### config.mk
export PLATFORM = sky130hd
export DESIGN_NAME = note_field_flat
export DESIGN_NICKNAME = d
export VERILOG_FILES = /design/src/rtl/note_field_pkg.sv /design/src/rtl/note_field_if.sv /design/src/rtl/note_field_lane.sv /design/src/rtl/note_field.sv /design/src/flat_wrapper.sv
export SDC_FILE = /design/constraint.sdc
export NUM_CORES = 1
export LEC_CHECK = 0
export CORE_MARGIN = 3
export CORE_UTILIZATION = 48
export DETAILED_ROUTE_END_ITERATION = 7
export HOLD_SLACK_MARGIN = 0.02
export PLACE_DENSITY = 0.62
export SLEW_MARGIN = 25
export SYNTH_ARGS = -nofsm -noshare
export SYNTH_HDL_FRONTEND = slang
export SYNTH_HIERARCHICAL = 1
export SYNTH_SLANG_ARGS = --single-unit
### constraint.sdc
create_clock -name clk -period 37.1 [get_ports clk]
set_input_delay 7.42 -clock clk [delete_from_list [all_inputs] [get_ports clk]]
set_output_delay 7.42 -clock clk [all_outputs]
set_load 0.1 [all_outputs]
### src/rtl/note_field_pkg.sv
// note_field shared types and default geometry.
// Judgement encodings plus screen/timing defaults.
package note_field_pkg;

  typedef enum logic [1:0] {
    JK_NONE    = 2'b00,
    JK_PERFECT = 2'b01,
    JK_GOOD    = 2'b10,
    JK_MISS    = 2'b11
  } judge_e;

  localparam int D_LANES       = 4;
  localparam int D_SLOTS       = 4;
  localparam int D_HIT_Y       = 400;
  localparam int D_PERFECT_WIN = 4;
  localparam int D_GOOD_WIN    = 12;
  localparam int D_SPEED       = 4;
  localparam int D_LANE_X0     = 160;
  localparam int D_LANE_W      = 80;
  localparam int D_NOTE_W      = 64;
  localparam int D_NOTE_H      = 16;

endpackage

### src/rtl/note_field_if.sv
// note_field bus: frame tick, spawn handshake, keys,
// pixel probe and judgement/score outputs.
interface note_field_if #(
  parameter int LANES = note_field_pkg::D_LANES
);
  logic               animate;
  logic [1:0]         slowFactor;
  logic               spawn_valid;
  logic [LANES-1:0]   spawn_mask;
  logic               spawn_ready;
  logic               keyPressed;
  logic [LANES-1:0]   keyValue;
  logic [9:0]         x;
  logic [9:0]         y;
  logic               is_note;
  logic [LANES-1:0]   judge_valid;
  logic [2*LANES-1:0] judge_kind;
  logic [15:0]        score;
  logic [7:0]         combo;

  modport master (
    output animate, slowFactor,
    output spawn_valid, spawn_mask,
    output keyPressed, keyValue, x, y,
    input  spawn_ready, is_note,
    input  judge_valid, judge_kind,
    input  score, combo
  );

  modport slave (
    input  animate, slowFactor,
    input  spawn_valid, spawn_mask,
    input  keyPressed, keyValue, x, y,
    output spawn_ready, is_note,
    output judge_valid, judge_kind,
    output score, combo
  );
endinterface

### src/rtl/note_field_lane.sv
// note_lane: one arrow lane's slot store, press target
// selection, advance/miss handling and judgement pulse.
module note_lane
  import note_field_pkg::*;
#(
  parameter int SLOTS       = D_SLOTS,
  parameter int HIT_Y       = D_HIT_Y,
  parameter int PERFECT_WIN = D_PERFECT_WIN,
  parameter int GOOD_WIN    = D_GOOD_WIN,
  parameter int SPEED       = D_SPEED,
  parameter int LANE_XL     = D_LANE_X0,
  parameter int NOTE_W      = D_NOTE_W,
  parameter int NOTE_H      = D_NOTE_H
) (
  input  logic       clk,
  input  logic       i_rst,
  input  logic       i_adv,
  input  logic       i_spawn,
  input  logic       i_press,
  input  logic [9:0] i_x,
  input  logic [9:0] i_y,
  output logic       o_has_free,
  output logic       o_pix,
  output logic [1:0] o_kind,
  output logic       o_jv,
  output logic [1:0] o_jk
);

  localparam int IW = (SLOTS > 1) ? $clog2(SLOTS) : 1;
  localparam logic [9:0]  HY = 10'(HIT_Y);
  localparam logic [9:0]  PW = 10'(PERFECT_WIN);
  localparam logic [9:0]  GW = 10'(GOOD_WIN);
  localparam logic [9:0]  SP = 10'(SPEED);
  localparam logic [9:0]  MY = 10'(HIT_Y + GOOD_WIN);
  localparam logic [10:0] XL = 11'(LANE_XL);
  localparam logic [10:0] XH = 11'(LANE_XL + NOTE_W);
  localparam logic [10:0] NH = 11'(NOTE_H);

  logic [SLOTS-1:0] r_act;
  logic [SLOTS-1:0] w_act;
  logic [9:0]       r_y [SLOTS];
  logic [9:0]       w_y [SLOTS];
  logic             r_jv;
  judge_e           r_jk;

  logic             w_found;
  logic [IW-1:0]    w_tgt;
  logic [9:0]       w_ty;
  logic [9:0]       w_d;
  logic             w_hit;
  logic             w_miss;
  logic             w_fok;
  logic [IW-1:0]    w_fidx;
  logic             w_pix;
  judge_e           w_hk;
  judge_e           w_kind;

  // Target is the lowest note on screen; strict > keeps lowest index on ties.
  always_comb begin
    w_found = 1'b0;
    w_tgt   = '0;
    w_ty    = '0;
    w_fok   = 1'b0;
    w_fidx  = '0;
    w_pix   = 1'b0;
    for (int s = 0; s < SLOTS; s++) begin
      if (r_act[s] && (!w_found || r_y[s] > w_ty)) begin
        w_found = 1'b1;
        w_tgt   = IW'(s);
        w_ty    = r_y[s];
      end
      if (!r_act[s] && !w_fok) begin
        w_fok  = 1'b1;
        w_fidx = IW'(s);
      end
      if (r_act[s] &&
          {1'b0, i_x} >= XL && {1'b0, i_x} < XH &&
          {1'b0, i_y} >= {1'b0, r_y[s]} &&
          {1'b0, i_y} < {1'b0, r_y[s]} + NH)
        w_pix = 1'b1;
    end
    w_d   = (w_ty >= HY) ? w_ty - HY : HY - w_ty;
    w_hit = i_press && w_found && (w_d <= GW);
    w_hk  = (w_d <= PW) ? JK_PERFECT : JK_GOOD;
  end

  // A hit note is freed before the advance, so it can never also miss.
  always_comb begin
    w_act  = r_act;
    w_y    = r_y;
    w_miss = 1'b0;
    for (int s = 0; s < SLOTS; s++) begin
      if (r_act[s]) begin
        if (w_hit && w_tgt == IW'(s)) begin
          w_act[s] = 1'b0;
        end else if (i_adv) begin
          w_y[s] = r_y[s] + SP;
          if (r_y[s] + SP > MY) begin
            w_act[s] = 1'b0;
            w_miss   = 1'b1;
          end
        end
      end
    end
    if (i_spawn && w_fok) begin
      w_act[w_fidx] = 1'b1;
      w_y[w_fidx]   = '0;
    end
    w_kind = w_hit ? w_hk : (w_miss ? JK_MISS : JK_NONE);
  end

  always_ff @(posedge clk) begin
    if (i_rst) begin
      r_act <= '0;
      r_y   <= '{default: '0};
      r_jv  <= 1'b0;
      r_jk  <= JK_NONE;
    end else begin
      r_act <= w_act;
      r_y   <= w_y;
      r_jv  <= w_hit | w_miss;
      r_jk  <= w_kind;
    end
  end

  assign o_has_free = ~&w_act;
  assign o_pix      = w_pix;
  assign o_kind     = w_kind;
  assign o_jv       = r_jv;
  assign o_jk       = r_jk;

endmodule

### src/rtl/note_field.sv
// note_field top: advance divider, spawn handshake,
// lane array, score/combo accounting and pixel probe.
module note_field
  import note_field_pkg::*;
#(
  parameter int LANES       = D_LANES,
  parameter int SLOTS       = D_SLOTS,
  parameter int HIT_Y       = D_HIT_Y,
  parameter int PERFECT_WIN = D_PERFECT_WIN,
  parameter int GOOD_WIN    = D_GOOD_WIN,
  parameter int SPEED       = D_SPEED,
  parameter int LANE_X0     = D_LANE_X0,
  parameter int LANE_W      = D_LANE_W,
  parameter int NOTE_W      = D_NOTE_W,
  parameter int NOTE_H      = D_NOTE_H
) (
  input logic        clk,
  input logic        note_rst,
  note_field_if.slave bus
);

  logic [1:0]         r_div;
  logic               r_ready;
  logic [15:0]        r_score;
  logic [7:0]         r_combo;
  logic               r_is_note;

  logic               w_adv;
  logic               w_acc;
  logic [LANES-1:0]   w_free;
  logic [LANES-1:0]   w_pix;
  logic [LANES-1:0]   w_jv;
  logic [2*LANES-1:0] w_jk;
  logic [1:0]         w_kind [LANES];
  logic [16:0]        w_sum;
  logic [8:0]         w_hits;
  logic [8:0]         w_csum;
  logic               w_anymiss;

  assign w_adv = bus.animate && (r_div >= bus.slowFactor);
  assign w_acc = bus.spawn_valid && r_ready;

  for (genvar g = 0; g < LANES; g++) begin : g_lane
    note_lane #(
      .SLOTS      (SLOTS),
      .HIT_Y      (HIT_Y),
      .PERFECT_WIN(PERFECT_WIN),
      .GOOD_WIN   (GOOD_WIN),
      .SPEED      (SPEED),
      .LANE_XL    (LANE_X0 + g * LANE_W),
      .NOTE_W     (NOTE_W),
      .NOTE_H     (NOTE_H)
    ) u_lane (
      .clk       (clk),
      .i_rst     (note_rst),
      .i_adv     (w_adv),
      .i_spawn   (w_acc && bus.spawn_mask[g]),
      .i_press   (bus.keyPressed && bus.keyValue[g]),
      .i_x       (bus.x),
      .i_y       (bus.y),
      .o_has_free(w_free[g]),
      .o_pix     (w_pix[g]),
      .o_kind    (w_kind[g]),
      .o_jv      (w_jv[g]),
      .o_jk      (w_jk[2*g +: 2])
    );
  end

  // Any miss this cycle restarts the combo before this cycle's hits count.
  always_comb begin
    w_sum     = {1'b0, r_score};
    w_hits    = '0;
    w_anymiss = 1'b0;
    for (int l = 0; l < LANES; l++) begin
      unique case (w_kind[l])
        JK_PERFECT: begin
          w_sum  = w_sum + 17'd2;
          w_hits = w_hits + 9'd1;
        end
        JK_GOOD: begin
          w_sum  = w_sum + 17'd1;
          w_hits = w_hits + 9'd1;
        end
        JK_MISS: w_anymiss = 1'b1;
        default: ;
      endcase
    end
    w_csum = (w_anymiss ? 9'd0 : {1'b0, r_combo}) + w_hits;
  end

  always_ff @(posedge clk) begin
    if (note_rst) begin
      r_div     <= '0;
      r_ready   <= 1'b1;
      r_score   <= '0;
      r_combo   <= '0;
      r_is_note <= 1'b0;
    end else begin
      if (bus.animate)
        r_div <= w_adv ? 2'd0 : r_div + 2'd1;
      r_ready   <= &w_free;
      r_score   <= w_sum[16] ? 16'hFFFF : w_sum[15:0];
      r_combo   <= w_csum[8] ? 8'hFF : w_csum[7:0];
      r_is_note <= |w_pix;
    end
  end

  assign bus.spawn_ready = r_ready;
  assign bus.is_note     = r_is_note;
  assign bus.judge_valid = w_jv;
  assign bus.judge_kind  = w_jk;
  assign bus.score       = r_score;
  assign bus.combo       = r_combo;

endmodule
### src/flat_wrapper.sv
// flat-port wrapper written by rule: the top's interface ports become plain ports
module note_field_flat import note_field_pkg::*;
#(
  parameter int LANES       = D_LANES,
  parameter int SLOTS       = D_SLOTS,
  parameter int HIT_Y       = D_HIT_Y,
  parameter int PERFECT_WIN = D_PERFECT_WIN,
  parameter int GOOD_WIN    = D_GOOD_WIN,
  parameter int SPEED       = D_SPEED,
  parameter int LANE_X0     = D_LANE_X0,
  parameter int LANE_W      = D_LANE_W,
  parameter int NOTE_W      = D_NOTE_W,
  parameter int NOTE_H      = D_NOTE_H
)
  (clk, note_rst, bus_animate, bus_slowFactor, bus_spawn_valid, bus_spawn_mask, bus_keyPressed, bus_keyValue, bus_x, bus_y, bus_spawn_ready, bus_is_note, bus_judge_valid, bus_judge_kind, bus_score, bus_combo);
  note_field_if #(.LANES(LANES)) bus_i ();
  input logic clk;
  input logic note_rst;
  input wire logic [$bits(bus_i.animate)-1:0] bus_animate;
  input wire logic [$bits(bus_i.slowFactor)-1:0] bus_slowFactor;
  input wire logic [$bits(bus_i.spawn_valid)-1:0] bus_spawn_valid;
  input wire logic [$bits(bus_i.spawn_mask)-1:0] bus_spawn_mask;
  input wire logic [$bits(bus_i.keyPressed)-1:0] bus_keyPressed;
  input wire logic [$bits(bus_i.keyValue)-1:0] bus_keyValue;
  input wire logic [$bits(bus_i.x)-1:0] bus_x;
  input wire logic [$bits(bus_i.y)-1:0] bus_y;
  output wire logic [$bits(bus_i.spawn_ready)-1:0] bus_spawn_ready;
  output wire logic [$bits(bus_i.is_note)-1:0] bus_is_note;
  output wire logic [$bits(bus_i.judge_valid)-1:0] bus_judge_valid;
  output wire logic [$bits(bus_i.judge_kind)-1:0] bus_judge_kind;
  output wire logic [$bits(bus_i.score)-1:0] bus_score;
  output wire logic [$bits(bus_i.combo)-1:0] bus_combo;
  assign bus_i.animate = bus_animate;
  assign bus_i.slowFactor = bus_slowFactor;
  assign bus_i.spawn_valid = bus_spawn_valid;
  assign bus_i.spawn_mask = bus_spawn_mask;
  assign bus_i.keyPressed = bus_keyPressed;
  assign bus_i.keyValue = bus_keyValue;
  assign bus_i.x = bus_x;
  assign bus_i.y = bus_y;
  assign bus_spawn_ready = bus_i.spawn_ready;
  assign bus_is_note = bus_i.is_note;
  assign bus_judge_valid = bus_i.judge_valid;
  assign bus_judge_kind = bus_i.judge_kind;
  assign bus_score = bus_i.score;
  assign bus_combo = bus_i.combo;
  note_field #(.LANES(LANES), .SLOTS(SLOTS), .HIT_Y(HIT_Y), .PERFECT_WIN(PERFECT_WIN), .GOOD_WIN(GOOD_WIN), .SPEED(SPEED), .LANE_X0(LANE_X0), .LANE_W(LANE_W), .NOTE_W(NOTE_W), .NOTE_H(NOTE_H)) u_core (.clk(clk), .note_rst(note_rst), .bus(bus_i));
endmodule
==> out/results.tsv <==
metric	value	unit
relSlewSlack	0.327	
fin_util	0.526	
peakVddDrop	0.0339	mV
detail_route.wl_per_cell	19.7	µm
p_total	0.620	mW
syn_nets	4174	
post-route-min-period	15.72	ns
synth_area	28400	µm²
grt_pass1_wl	140000	µm
cts_setup_buffers	0	
cp-start-kind	flip-flop	
p_clk_frac	0.496	
cts_tree	done	
dr_total_vias	27300	
tightest_slew	1.01	ns
synth_async_sr_flop_share	0	
routabilityCongestion	0.946	
clkTransAtPathRegs	0.06	ns
pwr-share-comb	0.122	
finalSetupViolCount	0	
max_freq	0.0636	GHz
drc	0	
grt_max_degree	53	
cts.repair.resized	0	
min_path_type	flip-flop to flip-flop	
required	37.51	ns
finalHoldViolCount	0	
end_kind	flip-flop	
first_pass_iters	5	
avgSynthCellArea	7.74	µm²
synth.area.top_cells	ha_1 (20%), dfxtp_1 (15%), xnor2_1 (4.2%), a21oi_1 (4.0%), nand2_1 (3.7%)	
r2r-start	u_core/g_lane[0].u_lane/r_act[0]	
grt_overflow	0	
cts-root-buf	clkbuf_16	
row_count	88	
endpoint	u_core/bus.score[4]	
cts_buffers	29	
finalMaxSlewViolations	0	
place_area	29500	µm²
fillers	5755	
ff2ff_path_depth	50	
layout-drive-gt1-share	0.0679	
powerDensity	20.3	nW/µm²
critical_path_arrival	16.13	ns
grt_pass1_vias	25400	
crit_path_max_incr_delay	0.80	ns
clock-sinks	216	
detail-route-antenna-nets	0	
tns	0	ns
worstSetupPathType	flip-flop to flip-flop	
yosysWarnings	6	
slowest_stage	dfxtp_1	
rr_endpoint	u_core/bus.score[4]	
numPortBuffers	68	
syn2layout_area_growth	7.41	%
design_area	30600	µm²
wirelength	87400	µm
synth_top_area_cell	ha_1	
critPathMostFrequentCell	ha_1	
p_int	0.452	mW
switchingPower	0.168	mW
hpwl	65300	µm
yosysMostFrequentCell	ha_1	
whs	0.501	ns
cts_buffer_depth	3	
io_pins	73	
run_status	complete, no violations	
track_usage	0.271	
synth_top_area_frac	0.205	
synth_commonest_cells	ha_1 (465), nand2_1 (283), inv_1 (275)	
switching_share	0.271	
diodes	0	
clock_skew	0.0110	ns
antenna_found_initial	1	
drt_iter0_markers	2170	
period_share	0.424	
synth_edf_count	0	
hold_buffers	0	
initial_utilization	0.489	
ys_types	147	
ys.flop_type	dfxtp_1	
ys_seq_area_frac	0.152	
p_leak	11.5	nW
cts_max_level	1	
rsz0062_at_grt	no	
p_seq_frac	0.381	
critPathMaxFanout	25	
fin_nets	4144	
coreArea	58100	µm²
synth_cells	3673	
synth_seq_cells	216	
die_w	249	µm
vias_per_cell	6.17	
die_h	249	µm
die-area	62200	µm²
setup.worst_path.start	u_core/g_lane[0].u_lane/r_act[0]	
insertion_delay	0.58	ns
r2r_setup_slack	21.38	ns
cap_violations	0	
power by group through the flow:
stage / logic [mW] / registers [mW] / clock network [mW]
floorplan: 0.0470 / 0.241 / 0
global placement: 0.0736 / 0.242 / 0
detailed placement: 0.0746 / 0.242 / 0
CTS: 0.0754 / 0.236 / 0.315
global route: 0.0851 / 0.237 / 0.323
finish: 0.0758 / 0.237 / 0.308
cells by family (layout without fill, tap and decap cells):
| family | after synthesis | in the layout | synth area share |
|---|---|---|---|
| other | 1 | 1 | 0.000132 |
| muxes | 46 | 46 | 0.0172 |
| AOI/OAI and AO/OA | 1133 | 1133 | 0.293 |
| DFF | 216 | 216 | 0.152 |
| adders and majority gates | 470 | 470 | 0.207 |
| xor gates and xnor gates | 142 | 142 | 0.0437 |
| and+or+nand+nor | 1237 | 1237 | 0.225 |
| buffers and inverters | 428 | 420 | 0.0622 |
metrics by stage:
stage                     std cells  setup WS [ns]
after floorplan                3673          22.90
after global placement         4377          21.54
after detailed placement       4377          21.54
after CTS                      4430          21.60
after global routing           4430          19.94
final                          4430          21.38
per-layer routing:
layer	vias up	wire, µm	global-route usage	share of wire
met5	-	0	0	0
met4	0	2450	0.0758	0.028
met3	123	4800	0.0251	0.055
met2	768	38200	0.432	0.44
met1	12800	41900	0.389	0.48
li1	13600	-	-	-
worst max-delay path, delay by kind of cell, from the launching register on:
family | cells | cell delay [ns]
buffers and inverters | 6 | 0.77
adder cells (fa/ha/maj) | 7 | 2.31
AND/OR/NAND/NOR | 13 | 3.12
AO/OA/AOI/OAI | 23 | 8.05
multiplexers | 1 | 0.44
flip-flops | 1 | 0.80
final cells by class:
| cell class | instances | area (µm²) | share of cell area |
|---|---|---|---|
| tap | 765 | 957 | 0.0313 |
| multi-input combinational | 3029 | 22400 | 0.733 |
| inverter | 280 | 1050 | 0.0344 |
| sequential | 216 | 4320 | 0.142 |
| clock buffer | 38 | 790 | 0.0258 |
| clock inverter | 15 | 233 | 0.00762 |
| timing repair buffer | 87 | 791 | 0.0259 |
flip-flops by register name (all words and copies together) (netlist names):
signal and cells:
u_core/g_lane.u_lane/r_y 160, u_core/bus.score 16, u_core/g_lane.u_lane/r_act 16, u_core/bus.combo 8, u_core/g_lane.u_lane/o_jk 8, u_core/g_lane.u_lane/o_jv 4
u_core/r_div 2, u_core/bus.is_note 1, u_core/bus.spawn_ready 1
how the worst min path moves through the flow:
stage / depth (start not counted) / end / start / slack [ns]
finish: 2 / u_core/g_lane[2].u_lane/r_y[0] / u_core/g_lane[2].u_lane/r_y[0] / 0.50
global route: 2 / u_core/g_lane[2].u_lane/r_y[0] / u_core/g_lane[2].u_lane/r_y[0] / 0.53
CTS: 2 / u_core/g_lane[2].u_lane/r_y[0] / u_core/g_lane[2].u_lane/r_y[0] / 0.50
detailed placement: 2 / u_core/g_lane[2].u_lane/r_y[0] / u_core/g_lane[2].u_lane/r_y[0] / 0.49
global placement: 2 / u_core/g_lane[2].u_lane/r_y[0] / u_core/g_lane[2].u_lane/r_y[0] / 0.49
floorplan: 2 / u_core/g_lane[0].u_lane/r_y[31] / u_core/g_lane[0].u_lane/r_y[31] / 0.44
placed cells by master (no fill, tap or decap), types with 18 or more instances in the layout:
cell type	Yosys	routed
ha_1	465	465
nand2_1	283	283
inv_1	275	275
nor2_1	237	236
a21oi_1	229	226
dfxtp_1	216	216
o21ai_0	160	160
xnor2_1	135	135
nand3_1	131	131
nor3_1	98	97
nand4_1	83	83
o21a_1	80	80
nor2b_1	77	76
a21o_1	74	74
and2_1	62	62
clkdlybuf4s50_1	0	61
a31oi_1	56	55
nand2b_1	54	54
a211oi_1	46	46
and3_1	32	32
or3_1	32	32
mux2i_1	30	30
clkbuf_16	0	29
o31ai_1	28	28
o211ai_1	27	27
a22oi_1	26	26
or2_2	23	23
o2111ai_1	23	23
a211o_1	21	21
o22ai_1	21	21
buf_4	6	20
o21bai_1	20	20
nor4_1	18	18
a21oi_2	15	18
Power figures use the tool's default switching activity.
